===== src/rtl/flags_pkg.sv =====
// rtl/flags_pkg.sv - shared widths, group indices and bank index type for the flags bank
package flags_pkg;
   localparam int GROUP_W_DEF    = 2;
   localparam int NUM_GROUPS_DEF = 2;
   localparam int FLAG_W_DEF     = GROUP_W_DEF * NUM_GROUPS_DEF;
   localparam int NUM_BANKS_DEF  = 2;

   localparam int GRP_NZ = 1;
   localparam int GRP_CV = 0;

   // Index width that stays legal for a single-entry selector.
   function automatic int idx_w(input int n);
      return (n > 1) ? $clog2(n) : 1;
   endfunction

   localparam int BANK_W_DEF = idx_w(NUM_BANKS_DEF);
   typedef logic [BANK_W_DEF-1:0] bank_idx_t;
endpackage


===== src/rtl/flags_pend_cnt.sv =====
// rtl/flags_pend_cnt.sv - saturating up/down count of in-flight writes for one bank/group
module flags_pend_cnt
   import flags_pkg::*;
#(
   parameter int MAX_INFLIGHT = 3,
   parameter int CW           = 2
) (
   input  logic          clk,
   input  logic          rst_n,
   input  logic          inc,
   input  logic          dec,
   output logic [CW-1:0] cnt,
   output logic          is_zero,
   output logic          is_max,
   output logic          err
);
   assign is_zero = (cnt == '0);
   assign is_max  = (cnt == CW'(MAX_INFLIGHT));
   // A simultaneous reserve and retire cancel out, so neither can overflow.
   assign err     = (inc && !dec && is_max) || (dec && !inc && is_zero);

   always_ff @(posedge clk or negedge rst_n) begin
      if (!rst_n) begin
         cnt <= '0;
      end else if (inc && !dec && !is_max) begin
         cnt <= cnt + 1'b1;
      end else if (dec && !inc && !is_zero) begin
         cnt <= cnt - 1'b1;
      end
   end
endmodule


===== src/rtl/flags_bank_reg.sv =====
// rtl/flags_bank_reg.sv - banked condition flags with shadow save/restore and in-flight write tracking
module flags_bank_reg
   import flags_pkg::*;
#(
   parameter  int NUM_BANKS    = NUM_BANKS_DEF,
   parameter  int NUM_GROUPS   = NUM_GROUPS_DEF,
   parameter  int GROUP_W      = GROUP_W_DEF,
   parameter  int MAX_INFLIGHT = 3,
   parameter  int BYPASS       = 1,
   localparam int FLAG_W       = NUM_GROUPS * GROUP_W,
   localparam int BW           = idx_w(NUM_BANKS),
   localparam int CW           = $clog2(MAX_INFLIGHT + 1)
) (
   input  logic                  clk,
   input  logic                  rst_n,
   input  logic [BW-1:0]         wr_bank,
   input  logic [NUM_GROUPS-1:0] wr_group_en,
   input  logic [FLAG_W-1:0]     wr_flags,
   input  logic                  pend_en,
   input  logic [BW-1:0]         pend_bank,
   input  logic [NUM_GROUPS-1:0] pend_groups,
   input  logic                  save_en,
   input  logic                  restore_en,
   input  logic [BW-1:0]         save_bank,
   input  logic [BW-1:0]         rd_bank,
   input  logic [NUM_GROUPS-1:0] rd_need,
   output logic [FLAG_W-1:0]     rd_flags,
   output logic                  rd_stall,
   output logic                  pend_full,
   output logic                  err
);
   logic [FLAG_W-1:0]     flags_q   [NUM_BANKS];
   logic [FLAG_W-1:0]     shadow_q  [NUM_BANKS];
   logic [FLAG_W-1:0]     flags_nxt [NUM_BANKS];
   logic [CW-1:0]         cnt       [NUM_BANKS][NUM_GROUPS];
   logic [NUM_GROUPS-1:0] inc       [NUM_BANKS];
   logic [NUM_GROUPS-1:0] dec       [NUM_BANKS];
   logic [NUM_GROUPS-1:0] is_zero   [NUM_BANKS];
   logic [NUM_GROUPS-1:0] is_max    [NUM_BANKS];
   logic [NUM_BANKS*NUM_GROUPS-1:0] cnt_err;

   // Restore lays down the whole word first; the write then overrides its groups.
   always_comb begin
      for (int b = 0; b < NUM_BANKS; b++) begin
         flags_nxt[b] = flags_q[b];
         if (restore_en && save_bank == BW'(b)) begin
            flags_nxt[b] = shadow_q[b];
         end
         for (int g = 0; g < NUM_GROUPS; g++) begin
            if (wr_bank == BW'(b) && wr_group_en[g]) begin
               flags_nxt[b][g*GROUP_W +: GROUP_W] = wr_flags[g*GROUP_W +: GROUP_W];
            end
         end
      end
   end

   always_comb begin
      for (int b = 0; b < NUM_BANKS; b++) begin
         for (int g = 0; g < NUM_GROUPS; g++) begin
            inc[b][g] = pend_en && pend_bank == BW'(b) && pend_groups[g];
            dec[b][g] = wr_bank == BW'(b) && wr_group_en[g];
         end
      end
   end

   for (genvar b = 0; b < NUM_BANKS; b++) begin : g_bank
      for (genvar g = 0; g < NUM_GROUPS; g++) begin : g_grp
         flags_pend_cnt #(
            .MAX_INFLIGHT (MAX_INFLIGHT),
            .CW           (CW)
         ) u_cnt (
            .clk     (clk),
            .rst_n   (rst_n),
            .inc     (inc[b][g]),
            .dec     (dec[b][g]),
            .cnt     (cnt[b][g]),
            .is_zero (is_zero[b][g]),
            .is_max  (is_max[b][g]),
            .err     (cnt_err[b*NUM_GROUPS+g])
         );
      end
   end

   // With bypass, a retire this cycle already counts as done for the stall.
   always_comb begin
      rd_flags  = '0;
      rd_stall  = 1'b0;
      pend_full = 1'b0;
      for (int b = 0; b < NUM_BANKS; b++) begin
         if (rd_bank == BW'(b)) begin
            rd_flags = (BYPASS != 0) ? flags_nxt[b] : flags_q[b];
            for (int g = 0; g < NUM_GROUPS; g++) begin
               if (rd_need[g]) begin
                  rd_stall = rd_stall | ((BYPASS != 0) ? (cnt[b][g] > CW'(dec[b][g]))
                                                       : !is_zero[b][g]);
               end
            end
         end
         if (pend_bank == BW'(b)) begin
            for (int g = 0; g < NUM_GROUPS; g++) begin
               if (pend_groups[g] && is_max[b][g]) begin
                  pend_full = 1'b1;
               end
            end
         end
      end
   end

   always_ff @(posedge clk or negedge rst_n) begin
      if (!rst_n) begin
         for (int b = 0; b < NUM_BANKS; b++) begin
            flags_q[b]  <= '0;
            shadow_q[b] <= '0;
         end
         err <= 1'b0;
      end else begin
         for (int b = 0; b < NUM_BANKS; b++) begin
            flags_q[b] <= flags_nxt[b];
            if (save_en && !restore_en && save_bank == BW'(b)) begin
               shadow_q[b] <= flags_nxt[b];
            end
         end
         err <= err | (save_en && restore_en) | (|cnt_err);
      end
   end
endmodule


===== config.mk =====
export PLATFORM = sky130hd
export DESIGN_NAME = flags_bank_reg
export DESIGN_NICKNAME = d
export VERILOG_FILES = /design/src/rtl/flags_pkg.sv /design/src/rtl/flags_pend_cnt.sv /design/src/rtl/flags_bank_reg.sv
export SDC_FILE = /design/constraint.sdc
export NUM_CORES = 1
export LEC_CHECK = 0
export ABC_CLOCK_PERIOD_IN_PS = 1600
export BUFFER_PORTS_ARGS = -buffer_cell sky130_fd_sc_hd__buf_2
export CAP_MARGIN = 0
export CORE_UTILIZATION = 25
export CTS_BUF_LIST = sky130_fd_sc_hd__clkbuf_4 sky130_fd_sc_hd__clkbuf_8 sky130_fd_sc_hd__clkbuf_16
export DETAILED_ROUTE_END_ITERATION = 16
export PLACE_DENSITY_LB_ADDON = 0.08
export SYNTH_ARGS = -nofsm -noshare
export SYNTH_HDL_FRONTEND = slang
export SYNTH_SLANG_ARGS = --single-unit

===== constraint.sdc =====
create_clock -name clk -period 1.6 [get_ports clk]
set_input_delay 0.08 -clock clk [delete_from_list [all_inputs] [get_ports clk]]
set_output_delay 0.08 -clock clk [all_outputs]
set_load 0.02 [all_outputs]

# After elaboration in Yosys (flattened, before gate mapping)
# Index checks and enable logic that the tools add are counted.
# classes
addsub	8
multipliers	0
n_div	0
order_cmp	4
n_eq_ne	4
shifts	0
muxes	29
bitwise_logic	8
n_reduce_logical	74
# op_table
cell	count
1-bit logical AND	44
2-bit two-way mux	12
1-bit zero test	17
1-bit two-way mux	14
4-bit two-way mux	3
2-bit by 1-bit adder with 2-bit output, second input constant	4
2-bit == test, second input constant	4
2-bit by 1-bit greater-than comparator with 1-bit output	4
2-bit zero test	4
2-bit nonzero test	4
2-bit by 1-bit subtractor with 2-bit output, second input constant	4
1-bit bitwise OR	5
1-bit logical OR	4
4-bit OR reduction	1
1-bit inverter	3
# word_totals
register_bits	25
latch_bits	0
mem_bits_rw	0
romBits	0
inputBits	19
output_inout_bits	7
elab_cells	136
mem_count	0

# Longest topological paths before layout
# Gate-level depths: netlist (run 1).
# depth
depth_word	14
depth_mapped	7
depth_no_buf	6

# Hierarchy
# A second synthesis (run 1) with hierarchy kept.
# unflattened
hier_cells	193
hier_area_um2	1659.1
# modules_own_cells
mod	n_inst	cells_per_inst	area_per_inst_um2	seq_area_each_um2
flags_bank_reg	1	129	1153.6	425.4
flags_pend_cnt	4	16	126.4	50.0

# Worst setup path before layout (run 1)
# Ideal clock, no wire load.
# synth_path
path_type	register -> output
from	register g_bank[0].g_grp[0].u_cnt.cnt[0]
to	output port rd_stall
t_arrival_ns	1.385
t_required_ns	1.520
slack_ns	0.135
path_stages_with_launch	6
path_buffers	0
cell_sequence	dfrtp_1 > inv_1 > ha_1 > o21ai_0 > a221oi_1 > a31oi_1
# synth_between
elab_chain_len	12
# synth_rtl
element	line_no	rtl
start, declared	flags_pend_cnt.sv:12	output logic [CW-1:0] cnt,
start signal, assigned	flags_pend_cnt.sv:26	cnt <= cnt + 1'b1;
start signal, assigned	flags_pend_cnt.sv:28	cnt <= cnt - 1'b1;
2-bit by 1-bit greater-than comparator with 1-bit output *	flags_bank_reg.sv:94	rd_stall = rd_stall | ((BYPASS != 0) ? (cnt[b][g] > CW'(dec[b][g]))
1-bit two-way mux *	flags_bank_reg.sv:93	if (rd_need[g]) begin
1-bit two-way mux *	flags_bank_reg.sv:90	if (rd_bank == BW'(b)) begin
1-bit bitwise OR	flags_bank_reg.sv:94	
1-bit two-way mux *	flags_bank_reg.sv:93	
1-bit two-way mux *	flags_bank_reg.sv:90	
1-bit bitwise OR	flags_bank_reg.sv:94	
1-bit two-way mux	flags_bank_reg.sv:93	
1-bit two-way mux	flags_bank_reg.sv:90	
1-bit bitwise OR	flags_bank_reg.sv:94	
1-bit two-way mux	flags_bank_reg.sv:93	
1-bit two-way mux *	flags_bank_reg.sv:90	
end, declared	flags_bank_reg.sv:28	output logic rd_stall,
# Every way passes the cells marked *; elsewhere a longest branch is shown, timed or not. The select of a mux whose other input is x is not followed.

# Worst setup path in the final report (run 1)
# layout_path
from	register g_bank[0].g_grp[1].u_cnt.cnt[0]
to	output port rd_stall
# layout_between
elab_chain_len	10
# layout_rtl
element	line_no
start, declared	flags_pend_cnt.sv:12
start signal, assigned	flags_pend_cnt.sv:26
start signal, assigned	flags_pend_cnt.sv:28
2-bit by 1-bit greater-than comparator with 1-bit output *	flags_bank_reg.sv:94
1-bit bitwise OR *	flags_bank_reg.sv:94
1-bit two-way mux *	flags_bank_reg.sv:93
1-bit two-way mux *	flags_bank_reg.sv:90
1-bit bitwise OR	flags_bank_reg.sv:94
1-bit two-way mux	flags_bank_reg.sv:93
1-bit two-way mux	flags_bank_reg.sv:90
1-bit bitwise OR	flags_bank_reg.sv:94
1-bit two-way mux	flags_bank_reg.sv:93
1-bit two-way mux *	flags_bank_reg.sv:90
# Marks and branches as above.

==> run_results.csv, run 1 <==
group,metric,value,unit
timing,rsz0062_at_grt,"true",
timing,slew_headroom,0.6088,
place,place.port_buffers,25,
timing,fin_ws,-0.01507,ns
yosys,synth_largest_area_cell,"dfrtp_1",
min_path,holdCritPathClass,"input port to register",
global_routing,antenna_found_initial,0,
yosys,yosys_warnings,0,
floorplan,fp.dieH,78.98,um
floorplan,initial_core_util,0.2642,
cells_and_area,seq_area,625.6,um2
power_and_ir_drop,p_seq_frac,0.443,
place,place_congestion,0.7302,
global_routing,gr-total-overflow,0,
power_and_ir_drop,p_leak,0.8876,nW
yosys,ys_dominant_reg_cell,"dfrtp_1",
power_and_ir_drop,p_int,1.228,mW
yosys,synth_edf_count,0,
critical_path,arrival,1.54,ns
clock_network,path_clk_slew,0.09,ns
route,drc,0,
critical_path,slowest_stage,"dfrtp_1",
yosys,synth_top_area_share,0.4223,
timing,timing_hold_violations_final,0,
route,wl_per_cell,14.24,um
cells_and_area,multiInputGateArea,795.8,um2
floorplan,core,0.005608,mm2
yosys,async_flop_share,1.000,
critical_path,required,1.52,ns
global_routing,grt_pass1_vias,1283,
floorplan,die_w,78.98,um
clock_network,cts_tree,"built",
timing,maxSlewViolCount,0,
cells_and_area,area_growth,25.25,%
clock_network,cts-root-buf,"clkbuf_8",
yosys,netlist_area,0.001481,mm2
power_and_ir_drop,power_density,988.2,mW/mm2
route,firstDrtPassIters,4,
clock_network,cts.sinks,25,
power_and_ir_drop,switching_share,0.3302,
clock_network,cts_max_level,1,
critical_path,cp-start-kind,"register",
clock_network,cts.path.max_buffers,2,
timing,period_share,1.009,
clock_network,clock_latency,0.27,ns
route,initialDrtViolationCount,56,
floorplan,ios,26,
cells_and_area,layout_commonest_cell,"dfrtp_1",
yosys,synth_seq_cells,25,
cells_and_area,layout-drive-gt1-share,0.2980,
critical_path,worstPathMaxFanout,2,
route,ant_nets,0,
critical_path,cp.buffers_inverters,2,
floorplan,fp-row-count,27,
yosys,yosysSeqAreaShare,0.4223,
clock_network,numCtsBuffers,3,
power_and_ir_drop,finalPower,1.834,mW
global_routing,grt_use_total,0.1324,
power_and_ir_drop,clkPwrFrac,0.218,
cells_and_area,final_nets,222,
critical_path,cpLargestDelayFamily,"flip-flops",
cells_and_area,fillCellCount,616,
place,dpl.hpwl,2914,um
outcome,status,"complete, but fails checks",
place,dpl_worst_slack,0.1552,ns
route,vias,1276,
yosys,synth_cell_types,38,
critical_path,cp_cell_sequence,"inv_2 -> ha_4 -> o21bai_1 -> a221oi_2 -> a31oi_1 -> buf_4",
yosys,netlist_instances,162,
outcome,violations,"setup timing",
cells_and_area,final_cell_mix,"25 x dfrtp_1, 24 x buf_2, 18 x nand2_1",
timing,worst_pin_slew,0.5868,ns
global_routing,grt_first_pass_wirelength,6258,um
critical_path,critPathKind,"register to output pin",
critical_path,cp_slowest_stage_delay,0.39,ns
power_and_ir_drop,power.switching,0.6055,mW
yosys,synth_area_leaders,"dfrtp_1 42%, mux2i_1 7.4%, nand2_1 4.6%",
power_and_ir_drop,irDropWorstVdd,0.3258,mV
route,via_per_inst,4.726,
power_and_ir_drop,power_frac_comb,0.339,
route,routed_wl,3845,um
cells_and_area,diodes,0,
timing,clock.fmax,0.6192,GHz
timing,period_needed,1.615,ns
global_routing,grt_max_degree,26,
timing,fin_skew,0.001638,ns
timing,setup_viol,1,
flow_run,drv_cap,0,
critical_path,endpoint_kind,"output pin",
floorplan,dieArea,0.006238,mm2
yosys,syn_nets,185,
yosys,avgSynthCellArea,9.145,um2
## layout make-up
class                      count  area share
inverter                      16     0.03237
multi-input combinational    114      0.4289
clock buffer                   4     0.02630
tap                           72     0.04855
sequential                    25      0.3372
timing repair buffer          39      0.1268
## Yosys cell counts (4+ instances only)
cell	instances
a21oi_1	4
dfrtp_1	25
a221oi_1	4
nor3_1	6
ha_1	4
mux2_1	5
nand3_1	7
inv_1	15
o21ai_1	6
nand2_1	18
o21ai_0	10
mux2i_1	11
nor2_1	9
## per-stage QoR
stage                     instances  setup TNS (ns)  hold slack, ns  area [um2]  utilization
after floorplan                 162               0         -0.2156        1481            -
after global placement          261               0          0.1256        1724       0.3075
after detailed placement        261               0          0.1329        1724       0.3075
after CTS                       268               0         0.07615        1824       0.3253
after global routing            270         -0.1610         0.09330        1856       0.3309
final                           270        -0.01507         0.09086        1856       0.3309
## power groups by stage
stage	Combinational [mW]	Clock (mW)	Sequential, mW
after floorplan	0.351	0	0.818
after detailed placement	0.560	0	0.824
after global placement	0.552	0	0.819
after global routing	0.695	0.460	0.826
final	0.622	0.400	0.812
after CTS	0.596	0.420	0.812
## path summary, 6_finish.rpt
path	from	end	slack, ns	depth (start not counted)
min in group asynchronous	rst_n	g_bank[1].g_grp[1].u_cnt.cnt[1]	0.34	2
min reg2reg	shadow_q[4]	shadow_q[4]	0.49	2
max	g_bank[0].g_grp[1].u_cnt.cnt[0]	rd_stall	-0.02	6
min	wr_flags[3]	flags_q[7]	0.09	3
max reg2reg	g_bank[0].g_grp[0].u_cnt.cnt[0]	err	0.28	4
max in group asynchronous	rst_n	g_bank[0].g_grp[0].u_cnt.cnt[0]	0.87	2
## registers in the layout (all words and copies together), names as in the netlist
signal                  count
flags_q                     8
g_bank.g_grp.u_cnt.cnt      8
shadow_q                    8
err                         1
## kinds of logic after synthesis
kind of cell	share of synthesized area
AO/OA/AOI/OAI	0.1487
adder cells (fa/ha/maj)	0.03379
buffers and inverters	0.06756
flip-flops	0.4223
multiplexers	0.1275
AND/OR/NAND/NOR	0.2002
## worst min-delay path: stages
cell and delay, ns:
buf_2 0.11, mux2i_2 0.08, inv_1 0.06
## layer usage
layer | wire length (um) | GRT usage | vias to the layer above
met4 | 38 | 0.04364 | 0
met1 | 1843 | 0.1725 | 606
li1 | - | - | 646
met5 | 0 | 0 | -
met3 | 153 | 0.02874 | 4
met2 | 1810 | 0.2164 | 20
## what timing repair did
item	4_1_cts	5_1_grt
pin swaps	6	1
buffers inserted	2	2
endpoints found under the setup margin	2	4
hold buffers	1	0
gates resized for setup	8	4
hold endpoints to repair	25	0
No activity file was read; power rests on OpenSTA's default activity.
==> inputs of run 2 (changes only) <==
--- a/config.mk
+++ b/config.mk
@@ -5,7 +5,7 @@
 export SDC_FILE = /design/constraint.sdc
 export NUM_CORES = 1
 export LEC_CHECK = 0
-export ABC_CLOCK_PERIOD_IN_PS = 1600
+export ABC_CLOCK_PERIOD_IN_PS = 2100
 export BUFFER_PORTS_ARGS = -buffer_cell sky130_fd_sc_hd__buf_2
 export CAP_MARGIN = 0
 export CORE_UTILIZATION = 25
==> constraint.sdc (replaced) <==
create_clock -name clk -period 2.1 [get_ports clk]
set_input_delay 0.105 -clock clk [delete_from_list [all_inputs] [get_ports clk]]
set_output_delay 0.105 -clock clk [all_outputs]
set_load 0.02 [all_outputs]
==> run_results.csv, run 2 (same netlist as run 1, synthesis figures left out) <==
group,metric,value,unit
outcome,status,"complete, no violations",
clock_network,cts_max_level,1,
cells_and_area,diodes,0,
clock_network,path_clk_slew,0.08,ns
timing,holdWs,0.1232,ns
power_and_ir_drop,finalPower,1.300,mW
route,vias,1220,
flow_run,drv_cap,0,
route,wl_per_cell,13.87,um
route,drc,0,
cells_and_area,final_cell_mix,"25 x dfrtp_1, 25 x buf_2, 18 x nand2_1",
floorplan,fp-row-count,27,
timing,rsz0062_at_grt,"false",
cells_and_area,seq_area,625.6,um2
global_routing,grt_first_pass_wirelength,5913,um
cells_and_area,layout-drive-gt1-share,0.2086,
clock_network,cts_setup_buffers,0,
timing,period_share,0.8762,
cells_and_area,final_nets,211,
place,dpl.hpwl,2879,um
route,via_per_inst,4.710,
critical_path,required,2.00,ns
route,ant_nets,0,
cells_and_area,reg_top3,"flags_q: 8 flops, g_bank.g_grp.u_cnt.cnt: 8 flops, shadow_q: 8 flops",
clock_network,cts.path.max_buffers,2,
power_and_ir_drop,p_leak,0.8304,nW
timing,clock.fmax,0.5435,GHz
global_routing,gr-total-overflow,0,
floorplan,ios,26,
cells_and_area,multiInputGateArea,755.7,um2
place,place.port_buffers,25,
timing,timing_hold_violations_final,0,
critical_path,critPathKind,"register to output pin",
floorplan,fp.dieH,78.98,um
timing,period_needed,1.840,ns
timing,setup_tns,0,ns
clock_network,cts_tree,"built",
clock_network,clock_latency,0.27,ns
critical_path,cp-start-kind,"register",
global_routing,grt_use_total,0.1255,
global_routing,grt_max_degree,26,
timing,maxSlewViolCount,0,
clock_network,cts.sinks,25,
timing,worst_pin_slew,0.5880,ns
global_routing,antenna_found_initial,0,
place,place_congestion,0.7118,
floorplan,dieArea,0.006238,mm2
timing,slew_headroom,0.6080,
cells_and_area,area_growth,16.81,%
critical_path,arrival,1.73,ns
clock_network,numCtsBuffers,3,
route,routed_wl,3592,um
power_and_ir_drop,irDropWorstVdd,0.2227,mV
critical_path,worstPathMaxFanout,7,
timing,fin_skew,0.001726,ns
floorplan,initial_core_util,0.2642,
timing,setup_viol,0,
min_path,holdCritPathClass,"input port to register",
critical_path,endpoint_kind,"output pin",
route,initialDrtViolationCount,23,
global_routing,grt_pass1_vias,1237,
clock_network,cts-root-buf,"clkbuf_8",
cells_and_area,fillCellCount,629,
floorplan,die_w,78.98,um
route,firstDrtPassIters,4,
floorplan,core,0.005608,mm2
power_and_ir_drop,power_density,751.4,mW/mm2
==> run 2: cell types whose count changed in the layout (fill, tap and decap cells not counted), sizes merged <==
cell  change
buf      -11
==> run 2: worst paths after layout <==
kind                                            startpoint                         endpoint  slack [ns]  cells after the start
min in group asynchronous                            rst_n  g_bank[1].g_grp[1].u_cnt.cnt[1]        0.37                      2
hold / removal                                 wr_flags[2]                       flags_q[6]        0.12                      3
setup / recovery           g_bank[0].g_grp[0].u_cnt.cnt[0]                         rd_stall        0.26                      6
setup reg to reg           g_bank[0].g_grp[0].u_cnt.cnt[0]                              err        0.83                      3
hold reg to reg                                shadow_q[7]                      shadow_q[7]        0.49                      2
max in group asynchronous                            rst_n                       flags_q[2]        1.35                      2
==> run 2: layout make-up <==
| type | instances | share of cell area |
|---|---|---|
| multi-input cells | 114 | 0.4367 |
| flip-flops and latches | 25 | 0.3615 |
| repair buffers | 28 | 0.08677 |
| well taps | 72 | 0.05206 |
| inverters | 16 | 0.03471 |
| clock buffers | 4 | 0.02820 |
==> run 2: through the flow <==
step	utilization	area [um2]	instances	setup WS [ns]
3_3_place_gp	0.2981	1672	254	0.5359
2_1_floorplan	-	1481	162	0.5981
4_1_cts	0.3086	1730	259	0.2552
5_1_grt	0.3086	1730	259	0.07029
6_report	0.3086	1730	259	0.2601
3_5_place_dp	0.2981	1672	254	0.5015
==> run 2: critical path: stages, from the launching register on <==
cell,delay [ns]
dfrtp_1,0.47
inv_1,0.09
ha_1,0.29
o21ai_0,0.20
a221oi_1,0.11
a31oi_1,0.14
buf_2,0.18
==> run 2: repair_timing <==
action	in CTS	in global routing
endpoints found under the hold margin	25	0
hold buffers	1	0
resized for setup	0	0
==> run 2: power by group <==
group | internal [mW] | total [mW] | switching [mW]
clock network | 0.149 | 0.297 | 0.148
logic | 0.156 | 0.372 | 0.216
registers | 0.571 | 0.631 | 0.0598
==> run 2: layer usage <==
metal | global-route usage | vias to the layer above | wire length (um)
li1 | - | 624 | -
met1 | 0.1694 | 566 | 1745
met2 | 0.1983 | 25 | 1595
met3 | 0.02529 | 5 | 198
met4 | 0.04364 | 0 | 52
met5 | 0 | - | 0
==> inputs of run 3 (changes only) <==
--- a/config.mk
+++ b/config.mk
@@ -14,4 +14,5 @@
 export PLACE_DENSITY_LB_ADDON = 0.08
 export SYNTH_ARGS = -nofsm -noshare
 export SYNTH_HDL_FRONTEND = slang
+export SYNTH_HIERARCHICAL = 1
 export SYNTH_SLANG_ARGS = --single-unit
==> run_results.csv, run 3 <==
group,metric,value,unit
global_routing,grt_max_degree,26,
floorplan,fp-row-count,29,
route,firstDrtPassIters,4,
global_routing,gr-total-overflow,0,
floorplan,fp.dieH,83.10,um
cells_and_area,layout-drive-gt1-share,0.2047,
critical_path,critPathKind,"register to output pin",
yosys,syn_nets,212,
timing,period_share,0.8811,
route,drc,0,
power_and_ir_drop,power_density,819.0,mW/mm2
global_routing,grt_first_pass_wirelength,7072,um
cells_and_area,reg_top3,"flags_q: 8 flops, g_bank.g_grp.u_cnt/cnt: 8 flops, shadow_q: 8 flops",
yosys,avgSynthCellArea,8.699,um2
critical_path,rrSetupSlack,0.75,ns
clock_network,numCtsBuffers,3,
clock_network,cts.path.max_buffers,2,
cells_and_area,final_cell_mix,"25 x dfrtp_1, 25 x buf_2, 21 x a21oi_1",
timing,period_needed,1.850,ns
clock_network,cts.sinks,25,
min_path,holdCritPathClass,"input port to register",
critical_path,arrival,1.75,ns
clock_network,clock_latency,0.27,ns
cells_and_area,final_nets,239,
power_and_ir_drop,irDropWorstVdd,0.3246,mV
route,ant_nets,0,
critical_path,rr_worst_depth,4,
timing,slew_headroom,0.5932,
place,placed_cells,287,
global_routing,grt-busiest-layer,"met2",
timing,maxSlewViolCount,0,
cells_and_area,diodes,0,
timing,clock.fmax,0.5404,GHz
clock_network,cts_tree,"built",
global_routing,grt_util_met2,0.1975,
cells_and_area,area_growth,15.83,%
timing,fin_skew,0.002505,ns
timing,timing_hold_violations_final,0,
clock_network,cts_max_level,1,
place,place_congestion,0.7514,
global_routing,antenna_found_initial,0,
cells_and_area,design_area,0.001904,mm2
global_routing,grt_use_total,0.1276,
place,dpl.hpwl,3177,um
floorplan,die_w,83.10,um
floorplan,initial_core_util,0.2589,
place,placed_area,0.001846,mm2
clock_network,cts-root-buf,"clkbuf_8",
clock_network,path_clk_slew,0.09,ns
clock_network,holdBufCountCts,1,
cells_and_area,stdcell_count,292,
global_routing,grtUsageMet1,0.1843,
min_path,min_from,"save_en",
route,routed_wl,4099,um
critical_path,r2r_end,"shadow_q[6]",
timing,setup_tns,0,ns
outcome,status,"complete, no violations",
floorplan,ios,26,
min_path,holdPathEnd,"err",
critical_path,worstPathMaxFanout,6,
critical_path,required,2.00,ns
min_path,min_path_cells,3,
timing,worst_pin_slew,0.6102,ns
place,place.port_buffers,25,
route,initialDrtViolationCount,88,
clock_network,cts_setup_buffers,0,
cells_and_area,final_core_util,0.2999,
route,wl_per_cell,14.04,um
route,via_per_inst,4.849,
global_routing,gr-usage-met3,0.01789,
floorplan,core,0.006350,mm2
yosys,yosys_warnings,6,
yosys,netlist_area,0.001644,mm2
critical_path,reg2reg_from,"shadow_q[6]",
yosys,netlist_instances,189,
timing,rsz0062_at_grt,"false",
route,vias,1416,
critical_path,endpoint_kind,"output pin",
clock_network,cts_resized,0,
global_routing,grt_pass1_vias,1377,
floorplan,dieArea,0.006905,mm2
power_and_ir_drop,p_leak,0.8996,nW
cells_and_area,fillCellCount,673,
critical_path,cp-start-kind,"register",
timing,holdWs,0.1124,ns
timing,setup_viol,0,
flow_run,drv_cap,0,
==> run 3: per-layer routing <==
layer / up-vias / share of wire
met3: 2 / 0.019
met4: 0 / 0.0056
met2: 14 / 0.47
met1: 667 / 0.50
met5: - / 0
li1: 733 / -
==> run 3: worst max-delay path, cell delays in order, from the launching register on <==
cell and delay, ns:
dfrtp_1 0.44, inv_1 0.07, ha_1 0.28, nor2_1 0.07, o21ai_0 0.09, and3_1 0.20, a31oi_1 0.14, buf_2 0.19
==> run 3: worst max path at each step <==
stage	cells past startpoint	slack [ns]	start	endpoint
floorplan	8	0.59	wr_bank	rd_stall
global placement	9	0.44	wr_bank	rd_stall
detailed placement	9	0.44	wr_bank	rd_stall
CTS	7	0.23	g_bank[1].g_grp[1].u_cnt/cnt[0]	rd_stall
global route	7	0.12	g_bank[1].g_grp[1].u_cnt/cnt[0]	rd_stall
finish	7	0.25	g_bank[1].g_grp[1].u_cnt/cnt[0]	rd_stall
==> run 3: power by group <==
part,leakage (nW),internal [mW],switching (mW)
Clock,0.0262,0.149,0.161
Combinational,0.573,0.249,0.274
Sequential,0.300,0.611,0.116
==> run 3: final cells by class <==
type,count,area [um2],area share
repair buffers,26,135.1,0.07096
well taps,77,96.34,0.05059
inverters,12,45.04,0.02365
flip-flops and latches,25,625.6,0.3285
clock buffers,4,48.80,0.02562
multi-input cells,148,953.4,0.5007
==> run 3: metrics by stage <==
step	power, mW	setup slack (ns)
global route	1.701	0.1221
global placement	1.270	0.4424
detailed placement	1.263	0.4364
floorplan	1.101	0.5892
finish	1.560	0.2497
CTS	1.586	0.2295
